--- config.mk ---
export PLATFORM = sky130hd
export DESIGN_NAME = popcount_window_acc_flat
export DESIGN_NICKNAME = d
export VERILOG_FILES = /design/src/rtl/popcount_window_acc_if.sv /design/src/rtl/popcount_window_acc.sv /design/src/flat_wrapper.sv
export SDC_FILE = /design/constraint.sdc
export NUM_CORES = 1
export LEC_CHECK = 0
export CORE_ASPECT_RATIO = 0.9
export CORE_MARGIN = 3
export CORE_UTILIZATION = 53
export CTS_BUF_LIST = sky130_fd_sc_hd__clkbuf_16
export CTS_CLUSTER_SIZE = 25
export DETAILED_ROUTE_END_ITERATION = 8
export PLACE_DENSITY = 0.79
export SYNTH_ARGS = -nofsm -noshare
export SYNTH_HDL_FRONTEND = slang
export SYNTH_SLANG_ARGS = --single-unit
--- constraint.sdc ---
create_clock -name clk -period 2.5 [get_ports clk]
set_input_delay 0.75 -clock clk [delete_from_list [all_inputs] [get_ports clk]]
set_output_delay 0.75 -clock clk [all_outputs]
set_load 0.03 [all_outputs]
--- src/rtl/popcount_window_acc_if.sv ---
// Sample-in / window-result-out handshake bundle for popcount_window_acc.
// The slave modport is the accumulator side; the master modport is the producer/consumer side.
interface popcount_window_acc_if #(
    parameter int ACC_W = 10
);
    logic [5:0]       cnt_in;
    logic             cnt_valid;
    logic             cnt_ready;
    logic [ACC_W-1:0] sum_out;
    logic [5:0]       peak_out;
    logic             above_thresh;
    logic             sum_valid;
    logic             sum_ready;

    modport master (
        output cnt_in, cnt_valid, sum_ready,
        input  cnt_ready, sum_out, peak_out, above_thresh, sum_valid
    );

    modport slave (
        input  cnt_in, cnt_valid, sum_ready,
        output cnt_ready, sum_out, peak_out, above_thresh, sum_valid
    );
endinterface

--- src/rtl/popcount_window_acc.sv ---
// Sums WIN_LEN popcount samples per window and tracks the window peak.
// Each window result is held in a one-deep valid/ready register with a threshold flag.
//
// state   | meaning
// --------+-------------------------------------------------------------
// ACCUM   | sample slot free: next sample may always be accepted
// BLOCKED | next sample is the final one and the result slot is occupied;
//         | it is accepted only in a cycle where the consumer drains
module popcount_window_acc #(
    parameter int WIN_LEN = 16,
    parameter int ACC_W   = 10,
    parameter int THRESH  = 256
) (
    input  logic                  clk,
    input  logic                  rst_n,
    input  logic                  clear,
    popcount_window_acc_if.slave  io,
    output logic [7:0]            sample_idx,
    output logic                  err_illegal
);

    if (WIN_LEN < 2 || WIN_LEN > 256) begin : g_bad_win_len
        $error("popcount_window_acc: WIN_LEN must be within 2..256");
    end
    if ((64'd1 << ACC_W) <= 64'(32 * WIN_LEN)) begin : g_bad_acc_w
        $error("popcount_window_acc: ACC_W too narrow for 32*WIN_LEN");
    end

    localparam logic [7:0] LAST_IDX = 8'(WIN_LEN - 1);
    localparam logic [5:0] MAX_CNT  = 6'd32;

    typedef enum logic {
        ACCUM   = 1'b0,
        BLOCKED = 1'b1
    } state_t;

    state_t           state_q, state_d;
    logic [ACC_W-1:0] acc_q, acc_d;
    logic [5:0]       peak_q, peak_d;
    logic [7:0]       sample_idx_q, sample_idx_d;
    logic [ACC_W-1:0] sum_out_q, sum_out_d;
    logic [5:0]       peak_out_q, peak_out_d;
    logic             above_thresh_q, above_thresh_d;
    logic             sum_valid_q, sum_valid_d;
    logic             err_illegal_q, err_illegal_d;

    logic             cnt_ready;
    logic             accept;
    logic             is_last;
    logic             illegal;
    logic [5:0]       sample_sat;
    logic [ACC_W-1:0] win_sum;
    logic [5:0]       peak_new;

    always_ff @(posedge clk or negedge rst_n) begin
        if (!rst_n) begin
            state_q        <= ACCUM;
            acc_q          <= '0;
            peak_q         <= '0;
            sample_idx_q   <= '0;
            sum_out_q      <= '0;
            peak_out_q     <= '0;
            above_thresh_q <= 1'b0;
            sum_valid_q    <= 1'b0;
            err_illegal_q  <= 1'b0;
        end else begin
            state_q        <= state_d;
            acc_q          <= acc_d;
            peak_q         <= peak_d;
            sample_idx_q   <= sample_idx_d;
            sum_out_q      <= sum_out_d;
            peak_out_q     <= peak_out_d;
            above_thresh_q <= above_thresh_d;
            sum_valid_q    <= sum_valid_d;
            err_illegal_q  <= err_illegal_d;
        end
    end

    // Datapath terms shared by the final and non-final accept paths.
    always_comb begin
        illegal    = io.cnt_in > MAX_CNT;
        sample_sat = illegal ? MAX_CNT : io.cnt_in;
        win_sum    = acc_q + {{(ACC_W-6){1'b0}}, sample_sat};
        peak_new   = (sample_sat > peak_q) ? sample_sat : peak_q;
        is_last    = sample_idx_q == LAST_IDX;
    end

    // BLOCKED only stalls when the consumer is not draining this cycle.
    always_comb begin
        cnt_ready = 1'b0;
        if (!clear) begin
            cnt_ready = (state_q == ACCUM) || io.sum_ready;
        end
        accept = io.cnt_valid && cnt_ready;
    end

    always_comb begin
        acc_d          = acc_q;
        peak_d         = peak_q;
        sample_idx_d   = sample_idx_q;
        sum_out_d      = sum_out_q;
        peak_out_d     = peak_out_q;
        above_thresh_d = above_thresh_q;
        sum_valid_d    = sum_valid_q;
        err_illegal_d  = err_illegal_q;

        if (sum_valid_q && io.sum_ready) begin
            sum_valid_d = 1'b0;
        end

        if (clear) begin
            acc_d         = '0;
            peak_d        = '0;
            sample_idx_d  = '0;
            err_illegal_d = 1'b0;
        end else if (accept) begin
            if (illegal) begin
                err_illegal_d = 1'b1;
            end
            if (is_last) begin
                sum_out_d      = win_sum;
                peak_out_d     = peak_new;
                above_thresh_d = int'(win_sum) >= THRESH;
                sum_valid_d    = 1'b1;
                acc_d          = '0;
                peak_d         = '0;
                sample_idx_d   = '0;
            end else begin
                acc_d        = win_sum;
                peak_d       = peak_new;
                sample_idx_d = sample_idx_q + 8'd1;
            end
        end
    end

    always_comb begin
        state_d = ACCUM;
        if (sample_idx_d == LAST_IDX && sum_valid_d) begin
            state_d = BLOCKED;
        end
    end

    assign io.cnt_ready    = cnt_ready;
    assign io.sum_out      = sum_out_q;
    assign io.peak_out     = peak_out_q;
    assign io.above_thresh = above_thresh_q;
    assign io.sum_valid    = sum_valid_q;
    assign sample_idx      = sample_idx_q;
    assign err_illegal     = err_illegal_q;

endmodule

--- src/flat_wrapper.sv ---
// flat-port wrapper written by rule: the top's interface ports become plain ports
module popcount_window_acc_flat 
#(
    parameter int WIN_LEN = 16,
    parameter int ACC_W   = 10,
    parameter int THRESH  = 256
)
  (clk, rst_n, clear, sample_idx, err_illegal, io_cnt_in, io_cnt_valid, io_sum_ready, io_cnt_ready, io_sum_out, io_peak_out, io_above_thresh, io_sum_valid);
  popcount_window_acc_if #(.ACC_W(ACC_W)) io_i ();
  input  logic clk;
  input  logic rst_n;
  input  logic clear;
  output logic [7:0] sample_idx;
  output logic err_illegal;
  input wire logic [$bits(io_i.cnt_in)-1:0] io_cnt_in;
  input wire logic [$bits(io_i.cnt_valid)-1:0] io_cnt_valid;
  input wire logic [$bits(io_i.sum_ready)-1:0] io_sum_ready;
  output wire logic [$bits(io_i.cnt_ready)-1:0] io_cnt_ready;
  output wire logic [$bits(io_i.sum_out)-1:0] io_sum_out;
  output wire logic [$bits(io_i.peak_out)-1:0] io_peak_out;
  output wire logic [$bits(io_i.above_thresh)-1:0] io_above_thresh;
  output wire logic [$bits(io_i.sum_valid)-1:0] io_sum_valid;
  assign io_i.cnt_in = io_cnt_in;
  assign io_i.cnt_valid = io_cnt_valid;
  assign io_i.sum_ready = io_sum_ready;
  assign io_cnt_ready = io_i.cnt_ready;
  assign io_sum_out = io_i.sum_out;
  assign io_peak_out = io_i.peak_out;
  assign io_above_thresh = io_i.above_thresh;
  assign io_sum_valid = io_i.sum_valid;
  popcount_window_acc #(.WIN_LEN(WIN_LEN), .ACC_W(ACC_W), .THRESH(THRESH)) u_core (.clk(clk), .rst_n(rst_n), .clear(clear), .io(io_i), .sample_idx(sample_idx), .err_illegal(err_illegal));
endmodule
# After elaboration in Yosys (flattened, before gate mapping)
# Index checks and enable logic that the tools add are counted.
[word_totals] reg_bits=44 output_inout_bits=28
[classes] reduce_logical=8 bitwise_logic=2 muxes=20 eq_ne=2 magnitude_cmp=3 n_addsub=2
[ops] op="two-way mux 10 bit" n=3
[ops] op="two-way mux 6 bit" n=5
[ops] op="two-way mux 8 bit" n=3
[ops] op="equality test 8 x 4 -> 1 bit (second input constant)" n=2
[ops] op="adder 10 x 6 -> 10 bit" n=1
[ops] op="greater-or-equal comparator 10 x 9 -> 1 bit (second input constant)" n=1
[ops] op="two-way mux 1 bit" n=9
[ops] op="adder 8 x 1 -> 8 bit (second input constant)" n=1
[ops] op="> comparator 6 bit" n=1
[ops] op="> comparator 6 bit (second input constant)" n=1
[ops] op="nonzero test 2 bit" n=2
[ops] op="logical AND 1 bit" n=3
[ops] op="AND reduction 3 bit" n=1
[ops] op="NOT 1 bit" n=2
[ops] op="AND reduction 2 bit" n=1
[ops] op="logical OR 1 bit" n=1

# Depth between registers and ports, before layout
# Gate-level depths: netlist (run 1).
[depth] ltp_word=9 depth_mapped=10 ltp_nobuf=10

# Worst setup path after synthesis (run 1)
# No wires, ideal clock.
[synth_timing] path_type="in2reg" from="input io_cnt_in[3]" to="register u_core.peak_q[0]" t_required_ns=2.379 path_buffers=2 t_arrival_ns=2.515 stages=9 setup_slack_ns=-0.136 setup_time_ns=0.121 path_cell_list="nor2b_1 ha_1 a211oi_1 nor2_1 o32a_1 buf_2 and2_0 buf_2 a22o_1"
[synth_between] elab_chain_cells=7
[synth_lines] element="start: declaration" line_no="flat_wrapper.sv:15" rtl="input wire logic [$bits(io_i.cnt_in)-1:0] io_cnt_in;"
[synth_lines] element="> comparator 6 bit" line_no="popcount_window_acc.sv:81" rtl="illegal = io.cnt_in > MAX_CNT;"
[synth_lines] element="two-way mux 6 bit (*)" line_no="popcount_window_acc.sv:82" rtl="sample_sat = illegal ? MAX_CNT : io.cnt_in;"
[synth_lines] element="> comparator 6 bit" line_no="popcount_window_acc.sv:84" rtl="peak_new = (sample_sat > peak_q) ? sample_sat : peak_q;"
[synth_lines] element="two-way mux 6 bit (*)" line_no="popcount_window_acc.sv:84"
[synth_lines] element="two-way mux 6 bit (*)" line_no="popcount_window_acc.sv:120" rtl="if (is_last) begin"
[synth_lines] element="two-way mux 6 bit (*)" line_no="popcount_window_acc.sv:116" rtl="end else if (accept) begin"
[synth_lines] element="two-way mux 6 bit (*)" line_no="popcount_window_acc.sv:111" rtl="if (clear) begin"
[synth_lines] element="end signal: assignment" line_no="popcount_window_acc.sv:69" rtl="peak_q <= peak_d;"
[synth_lines] element="end: declaration" line_no="popcount_window_acc.sv:39" rtl="logic [5:0] peak_q, peak_d;"
# Every way passes the cells marked *; elsewhere a longest branch is shown, timed or not. The select of a mux whose other input is x is not followed.
# A chain may end at the register's enable or synchronous reset.

# Final worst setup path (run 1)
[layout_timing] from="input io_sum_ready" to="output io_cnt_ready"
[layout_between] elab_chain_cells=2
[layout_lines] element="start: declaration" line_no="flat_wrapper.sv:17" rtl="input wire logic [$bits(io_i.sum_ready)-1:0] io_sum_ready;"
[layout_lines] element="logical OR 1 bit" line_no="popcount_window_acc.sv:92" rtl="cnt_ready = (state_q == ACCUM) || io.sum_ready;"
[layout_lines] element="two-way mux 1 bit" line_no="popcount_window_acc.sv:91" rtl="if (!clear) begin"
[layout_lines] element="end: declaration" line_no="flat_wrapper.sv:18" rtl="output wire logic [$bits(io_i.cnt_ready)-1:0] io_cnt_ready;"
# No other way between the ends.

==> out/metrics.cfg, run 1 <==
[critical_path]
cpMaxStageDelayCell=sky130_fd_sc_hd__clkdlybuf4s50_1
cp_num_buf_inv=2
rrSetupSlack_ns=0.31
timing.critical_path.to_type=output pin
path_depth_of_the_worst_reg2reg_path=6
arrival_ns=1.68
critical-path-max-stage-delay_ns=0.46
r2r_end=u_core.state_q
chain_of_cells_forming_the_critical_path=clkdlybuf4s50_1 > nor2b_2 > nor2_1 > buf_4
cp_top_family=buffers and inverters
worstSetupPathDepth=4
critPathRequiredTime_ns=1.75
timing.critical_path.from_type=input port
reg2reg_from=u_core.sample_idx[0]
worstSetupPathType=input port to output pin
critPathMaxFanout=5

[pwr]
power.share.sequential_pct=43.6
net-switching-power_mw=0.4768
switching_share_pct=27.07
combPwrFrac_pct=21.9
p_leak_nw=1.590
p_int_mw=1.285
power.ir.vdd_worst_v=0.0005145
power.density_cell_area_nw_per_um2=500.5
power.clock.fraction_pct=34.5

[sta]
skew_ns=0.004877
final_slew_violations=0
final_hold_violation_count=0
timing.hold.ws_ns=0.4756
max_freq_mhz=411.2
final_clock_period_utilization_by_the_worst_path_pct=97.29
setup_viol=0
finalWorstPathRequiredPeriod_ns=2.432
relative_slew_slack_pct=63.85
worst_slew_pin_slew_ns=0.5422

[grt]
first_global_vias=2271
wire_length_of_the_first_global_routing_pass_um=11040
track_usage_pct=25.37
gr-total-overflow=0
grt_start_max_net_pins=45
initial_antenna_violation_count=0

[floorplanning]
initial_utilization_pct=57.74
rows=22
die_area_um2=5504
y_dimension_of_the_die_um=70.68
ioPinCount=39
die_boundary_width_um=77.87
placeableCoreArea_um2=4267

[place]
placement.io_buffers=38
gpl.final_weighted_congestion=0.9044
hpwl_um=4652
detailed_place.area_um2=3191
place_inst=384

[synth]
syn_avg_cell_area_um2=9.776
synthXorXnorAreaFrac_pct=2.133
synth.yosys.seq_area_share_pct=44.69
synthesis.instances=252
netlist.top_cell.by_area=sky130_fd_sc_hd__dfrtp_1
synth.lib_cells_used.distinct=52
synth_flop_cell=sky130_fd_sc_hd__dfrtp_1
yosys_warnings=0
ys_async_sr_fraction_pct=100.0
synth.ff_latch_count=44
synthDominantCellAreaShare_pct=44.69
synth_nets=277
synth_compound_gate_area_share_pct=19.30
dominant_combinational_cell_family_by_area_after_synthesis=compound AO/OA/AOI/OAI gates
cell_area_synth_um2=2464
synth_enable_flop_cells=0
synthTopCellsByArea=sky130_fd_sc_hd__dfrtp_1, sky130_fd_sc_hd__ha_1, sky130_fd_sc_hd__o21ai_0
post_synth_and_or_nand_nor_area_fraction_pct=18.94
muxShareOfSynthArea_pct=3.758
yosys.area_share.adder_pct=7.415

[detailed_routing]
dr.pass1.iters=5
route.detailed.vias_per_inst=5.889
drc=0
first_iter_violations=178
wl_per_cell_um=17.45
routed-via-count=2326
drt_wl_total_um=6894
postRouteAntennaNets=0

[final_layout]
antenna-diode-count=0
final_cell_area_um2=3520
fin_nets=360
area.growth.synth_to_final_pct=42.86
stdcell_count=395
layout-drive-gt1-share_pct=25.37
mostFrequentLayoutCells=sky130_fd_sc_hd__dfrtp_1, sky130_fd_sc_hd__buf_4, sky130_fd_sc_hd__clkdlybuf4s50_1, sky130_fd_sc_hd__nand2_1, sky130_fd_sc_hd__o21ai_0
layout.cells.most_common=sky130_fd_sc_hd__dfrtp_1

[clocking]
htree_num_levels=2
clock_latency_at_the_later_pin_of_the_worst_skew_pair_ns=0.29
post_cts_hold_fix_bufs=0
clockRootBuffer=sky130_fd_sc_hd__clkbuf_16
cts.sink_count=44
cts.path.max_buffers=2
cts_tree=done
cts_clock_pin_slew_for_the_worst_setup_and_hold_paths_ns=0.06
cts_buffers=5

[status]
status=complete, no violations

[worst_hold_path]
min_from=u_core.io.peak_out[2]
hold-path-endpoint=u_core.io.peak_out[2]
whs_path_depth=2
worstHoldPathType=register to register

[run]
cap_violations=0

==> power groups by stage <==
stage / Combinational [mW] / Sequential [mW] / Clock [mW]
3_3_place_gp: 0.321 / 0.774 / 0
6_report: 0.385 / 0.769 / 0.607
5_1_grt: 0.417 / 0.771 / 0.645
2_1_floorplan: 0.184 / 0.782 / 0
3_5_place_dp: 0.330 / 0.776 / 0
4_1_cts: 0.354 / 0.767 / 0.609
==> final cells by class <==
cell class              count  area (µm²)
clock buffers               5       125.1
clock inverters             2       7.507
fillers                   247       747.0
inverters                  15       56.30
multi-input cells         186        1434
flip-flops and latches     44        1101
well taps                  60       75.07
repair buffers             83       720.7
==> kinds of logic after synthesis <==
kind of cell / count (synthesis)
and+or+nand+nor: 86
AOI/OAI and AO/OA: 71
DFF: 44
buffers and inverters: 22
adders and majority gates: 14
muxes: 9
xor gates and xnor gates: 6
==> state kept, by name, indices dropped and copies added (netlist names) <==
register and cells:
u_core.acc_q 10, u_core.err_illegal 1, u_core.io.above_thresh 1, u_core.io.peak_out 6
u_core.io.sum_out 10, u_core.io.sum_valid 1, u_core.peak_q 6, u_core.sample_idx 8
u_core.state_q 1
==> through the flow <==
stage               utilization (%)  worst slack [ns]  TNS (ns)  power (mW)
CTS                           80.26          0.005189         0       1.730
global placement              74.78           -0.5471    -12.10       1.095
floorplan                         -           0.02101         0      0.9654
global route                  82.49          -0.02218  -0.07337       1.832
detailed placement            74.78           -0.6400    -13.84       1.105
finish                        82.49           0.06786         0       1.761
==> synth_stat cells, types with 2 or more instances <==
library cell,n
sky130_fd_sc_hd__dfrtp_1,44
sky130_fd_sc_hd__nand2_1,29
sky130_fd_sc_hd__o21ai_0,23
sky130_fd_sc_hd__inv_1,15
sky130_fd_sc_hd__ha_1,13
sky130_fd_sc_hd__a21oi_1,12
sky130_fd_sc_hd__a22o_1,12
sky130_fd_sc_hd__nor2_1,11
sky130_fd_sc_hd__nor2b_1,8
sky130_fd_sc_hd__mux2i_1,7
sky130_fd_sc_hd__nand2b_1,7
sky130_fd_sc_hd__nor3_1,5
sky130_fd_sc_hd__clkbuf_1,4
sky130_fd_sc_hd__nand3_1,4
sky130_fd_sc_hd__xnor2_1,4
sky130_fd_sc_hd__and3_1,3
sky130_fd_sc_hd__nand4_1,3
sky130_fd_sc_hd__o21a_1,3
sky130_fd_sc_hd__o32a_1,3
sky130_fd_sc_hd__or4_1,3
sky130_fd_sc_hd__a211oi_1,2
sky130_fd_sc_hd__buf_2,2
sky130_fd_sc_hd__mux2_2,2
sky130_fd_sc_hd__o22ai_1,2
sky130_fd_sc_hd__o31ai_1,2
sky130_fd_sc_hd__or3_1,2
sky130_fd_sc_hd__xor2_1,2
==> worst max-delay path by stage <==
stage                     slack [ns]                      to          from
after floorplan                 0.02        u_core.peak_q[0]  io_cnt_in[3]
after global placement         -0.55  u_core.io.above_thresh  io_cnt_in[5]
after detailed placement       -0.64         u_core.acc_q[8]  io_cnt_in[5]
after CTS                      0.005         u_core.acc_q[6]  io_cnt_in[5]
after global routing           -0.02        u_core.peak_q[0]  io_cnt_in[3]
final                           0.07            io_cnt_ready  io_sum_ready
==> worst register-to-register path, delay by kind of cell, from the launching register on <==
kind | cells | cell delay (ns)
AOI/OAI and AO/OA | 2 | 0.33
adders and majority gates | 1 | 0.28
DFF | 1 | 0.48
and+or+nand+nor | 3 | 0.99
==> metal layers <==
metal | vias up | routed length [µm] | GRT usage [%]
li1 | 1084 | - | -
met1 | 1147 | 3034 | 33.96
met2 | 87 | 3418 | 41.54
met3 | 8 | 374 | 5.089
met4 | 0 | 66 | 8.103
met5 | - | 0 | 0
==> repair_timing <==
action	in CTS	in global routing
buffers inserted	4	0
endpoints found under the setup margin	26	24
resized for setup	27	20
pin swaps	5	5
No activity file was read; power rests on OpenSTA's default activity.
==> inputs of run 2 (changes only) <==
--- a/config.mk
+++ b/config.mk
@@ -5,6 +5,7 @@
 export SDC_FILE = /design/constraint.sdc
 export NUM_CORES = 1
 export LEC_CHECK = 0
+export CAP_MARGIN = 25
 export CORE_ASPECT_RATIO = 0.9
 export CORE_MARGIN = 3
 export CORE_UTILIZATION = 53
==> results of run 2 <==
No change in the layout: final DEF, timing and power equal those of run 1.
==> inputs of run 3 (changes only) <==
--- a/config.mk
+++ b/config.mk
@@ -6,13 +6,16 @@
 export NUM_CORES = 1
 export LEC_CHECK = 0
 export CAP_MARGIN = 25
+export CELL_PAD_IN_SITES_DETAIL_PLACEMENT = 1
+export CELL_PAD_IN_SITES_GLOBAL_PLACEMENT = 1
 export CORE_ASPECT_RATIO = 0.9
 export CORE_MARGIN = 3
-export CORE_UTILIZATION = 53
+export CORE_UTILIZATION = 41
 export CTS_BUF_LIST = sky130_fd_sc_hd__clkbuf_16
 export CTS_CLUSTER_SIZE = 25
 export DETAILED_ROUTE_END_ITERATION = 8
 export PLACE_DENSITY = 0.79
+export RECOVER_POWER = 100
 export SYNTH_ARGS = -nofsm -noshare
 export SYNTH_HDL_FRONTEND = slang
 export SYNTH_SLANG_ARGS = --single-unit
==> run 3 against run 2 <==
Against the previous run: the flow now finishes with violations (capacitance limit, slew limit); wire length rose by 24%; non-clock buffer count up 1; core utilization fell by 21 points; critical path depth stayed put; final cell count up 3.0%; via count rose by 1.8%; hold slack improved by 0.0012 ns; critical path type unchanged; highest routed layer unchanged.
==> out/metrics.cfg, run 3 (same netlist as run 1, synthesis figures left out) <==
[grt]
gr-total-overflow=0
first_global_vias=2607
track_usage_pct=25.50
global_route.peak_usage_layer=met2
grt_start_max_net_pins=29
globalRouteMet1Util_pct=30.49
initial_antenna_violation_count=0
wire_length_of_the_first_global_routing_pass_um=13510
globalRouteMet3Util_pct=3.922
globalRouteMet2Util_pct=45.48

[sta]
finalWorstPathRequiredPeriod_ns=2.437
setup_viol=0
final_clock_period_utilization_by_the_worst_path_pct=97.49
max_freq_mhz=410.3
final_slew_violations=29
skew_ns=0.001969
worst_slew_pin_slew_ns=1.544
timing.hold.ws_ns=0.4768
relative_slew_slack_pct=-2.922
final_hold_violation_count=0

[floorplanning]
ioPinCount=39
initial_utilization_pct=42.79
placeableCoreArea_um2=5758
die_boundary_width_um=87.71
die_area_um2=6976
rows=26
y_dimension_of_the_die_um=79.54

[clocking]
cts_tree=done
htree_num_levels=2
cts_clock_pin_slew_for_the_worst_setup_and_hold_paths_ns=0.06
clock_latency_at_the_later_pin_of_the_worst_skew_pair_ns=0.29
cts_buffers=5
post_cts_hold_fix_bufs=0
cts.sink_count=44
cts.path.max_buffers=2
clockRootBuffer=sky130_fd_sc_hd__clkbuf_16

[critical_path]
critPathMostFrequentCell=sky130_fd_sc_hd__buf_4
chain_of_cells_forming_the_critical_path=clkdlybuf4s50_1 > buf_4 > nor2_1 > buf_4
path_depth_of_the_worst_reg2reg_path=6
critical-path-max-stage-delay_ns=0.52
reg2reg_from=u_core.sample_idx[0]
r2r_end=u_core.state_q
worstSetupPathType=input port to output pin
cp_num_buf_inv=3
timing.critical_path.to_type=output pin
timing.critical_path.from_type=input port
arrival_ns=1.69
rrSetupSlack_ns=0.27
critPathRequiredTime_ns=1.75
cpMaxStageDelayCell=sky130_fd_sc_hd__clkdlybuf4s50_1
critPathMaxFanout=6
cp_top_family=buffers and inverters

[final_layout]
mostFrequentLayoutCells=sky130_fd_sc_hd__dfrtp_1, sky130_fd_sc_hd__buf_4, sky130_fd_sc_hd__nand2_1, sky130_fd_sc_hd__dlygate4sd3_1, sky130_fd_sc_hd__o21ai_0
antenna-diode-count=0
final_cell_area_um2=3543
fin_nets=361
layout-drive-gt1-share_pct=26.71
layout.cells.most_common=sky130_fd_sc_hd__dfrtp_1
stdcell_count=407
area.growth.synth_to_final_pct=43.83

[detailed_routing]
drc=0
route.detailed.vias_per_inst=5.816
first_iter_violations=119
drt_wl_total_um=8542
postRouteAntennaNets=0
dr.pass1.iters=4
wl_per_cell_um=20.99
routed-via-count=2367

[place]
placement.io_buffers=38
gpl.final_weighted_congestion=0.7949
hpwl_um=5652
place_inst=397
detailed_place.area_um2=3226

[pwr]
power.ir.vdd_worst_v=0.0004135
power.density_cell_area_nw_per_um2=510.3
p_leak_nw=1.651

[worst_hold_path]
hold-path-endpoint=u_core.io.peak_out[3]
whs_path_depth=2
worstHoldPathType=register to register
min_from=u_core.io.peak_out[3]

[status]
status=finished, violations left
violations=capacitance limit, slew limit

[run]
cap_violations=1

[run 3: worst reg2reg max path: stages (launching register included)]
cell	delay (ns)
sky130_fd_sc_hd__dfrtp_1	0.48
sky130_fd_sc_hd__ha_1	0.29
sky130_fd_sc_hd__and3_1	0.22
sky130_fd_sc_hd__or4_1	0.47
sky130_fd_sc_hd__a21oi_1	0.17
sky130_fd_sc_hd__o2111ai_1	0.19
sky130_fd_sc_hd__nor4b_2	0.31
[run 3: what timing repair did]
action,in CTS,in global routing
buffers inserted,1,3
pin swaps,10,15
endpoints found under the setup margin,27,26
gates resized for setup,35,18
[run 3: per-layer routing]
layer / up-vias / wire length, µm
li1: 1089 / -
met5: - / 0
met4: 0 / 187
met2: 61 / 4456
met1: 1198 / 3688
met3: 19 / 210
[run 3: cell type report]
| class | instances | area, µm² |
|---|---|---|
| Timing Repair Buffer | 84 | 701.9 |
| Inverter | 15 | 56.30 |
| Multi-Input combinational cell | 186 | 1458 |
| Fill cell | 624 | 2215 |
| Tap cell | 70 | 87.58 |
| Sequential cell | 44 | 1101 |
| Clock buffer | 5 | 125.1 |
| Clock inverter | 3 | 13.76 |
[run 3: how the worst max path moves through the flow]
stage | start | to | slack (ns) | depth (start not counted)
2_1_floorplan | io_cnt_in[3] | u_core.peak_q[0] | 0.02 | 9
3_3_place_gp | io_cnt_in[5] | u_core.acc_q[8] | -0.51 | 11
3_5_place_dp | io_cnt_in[5] | u_core.io.above_thresh | -0.66 | 10
4_1_cts | io_cnt_in[4] | u_core.peak_q[0] | -0.02 | 10
5_1_grt | io_sum_ready | u_core.acc_q[1] | -0.03 | 8
6_report | clear | io_cnt_ready | 0.06 | 4
[run 3: metrics by stage]
step	setup TNS [ns]	setup WS, ns	utilization (%)	power, mW
2_1_floorplan	0	0.02101	-	0.9654
3_3_place_gp	-12.03	-0.5080	56.02	1.109
3_5_place_dp	-14.85	-0.6629	56.02	1.126
4_1_cts	-0.02809	-0.01609	60.67	1.799
5_1_grt	-0.05766	-0.02748	61.54	1.889
6_report	0	0.06276	61.54	1.808
[run 3: report_power, final]
part           total (mW)  internal [mW]  switching (mW)
logic               0.400          0.188           0.212
clock network       0.640          0.363           0.277
registers           0.768          0.738          0.0296
total                1.81           1.29           0.519
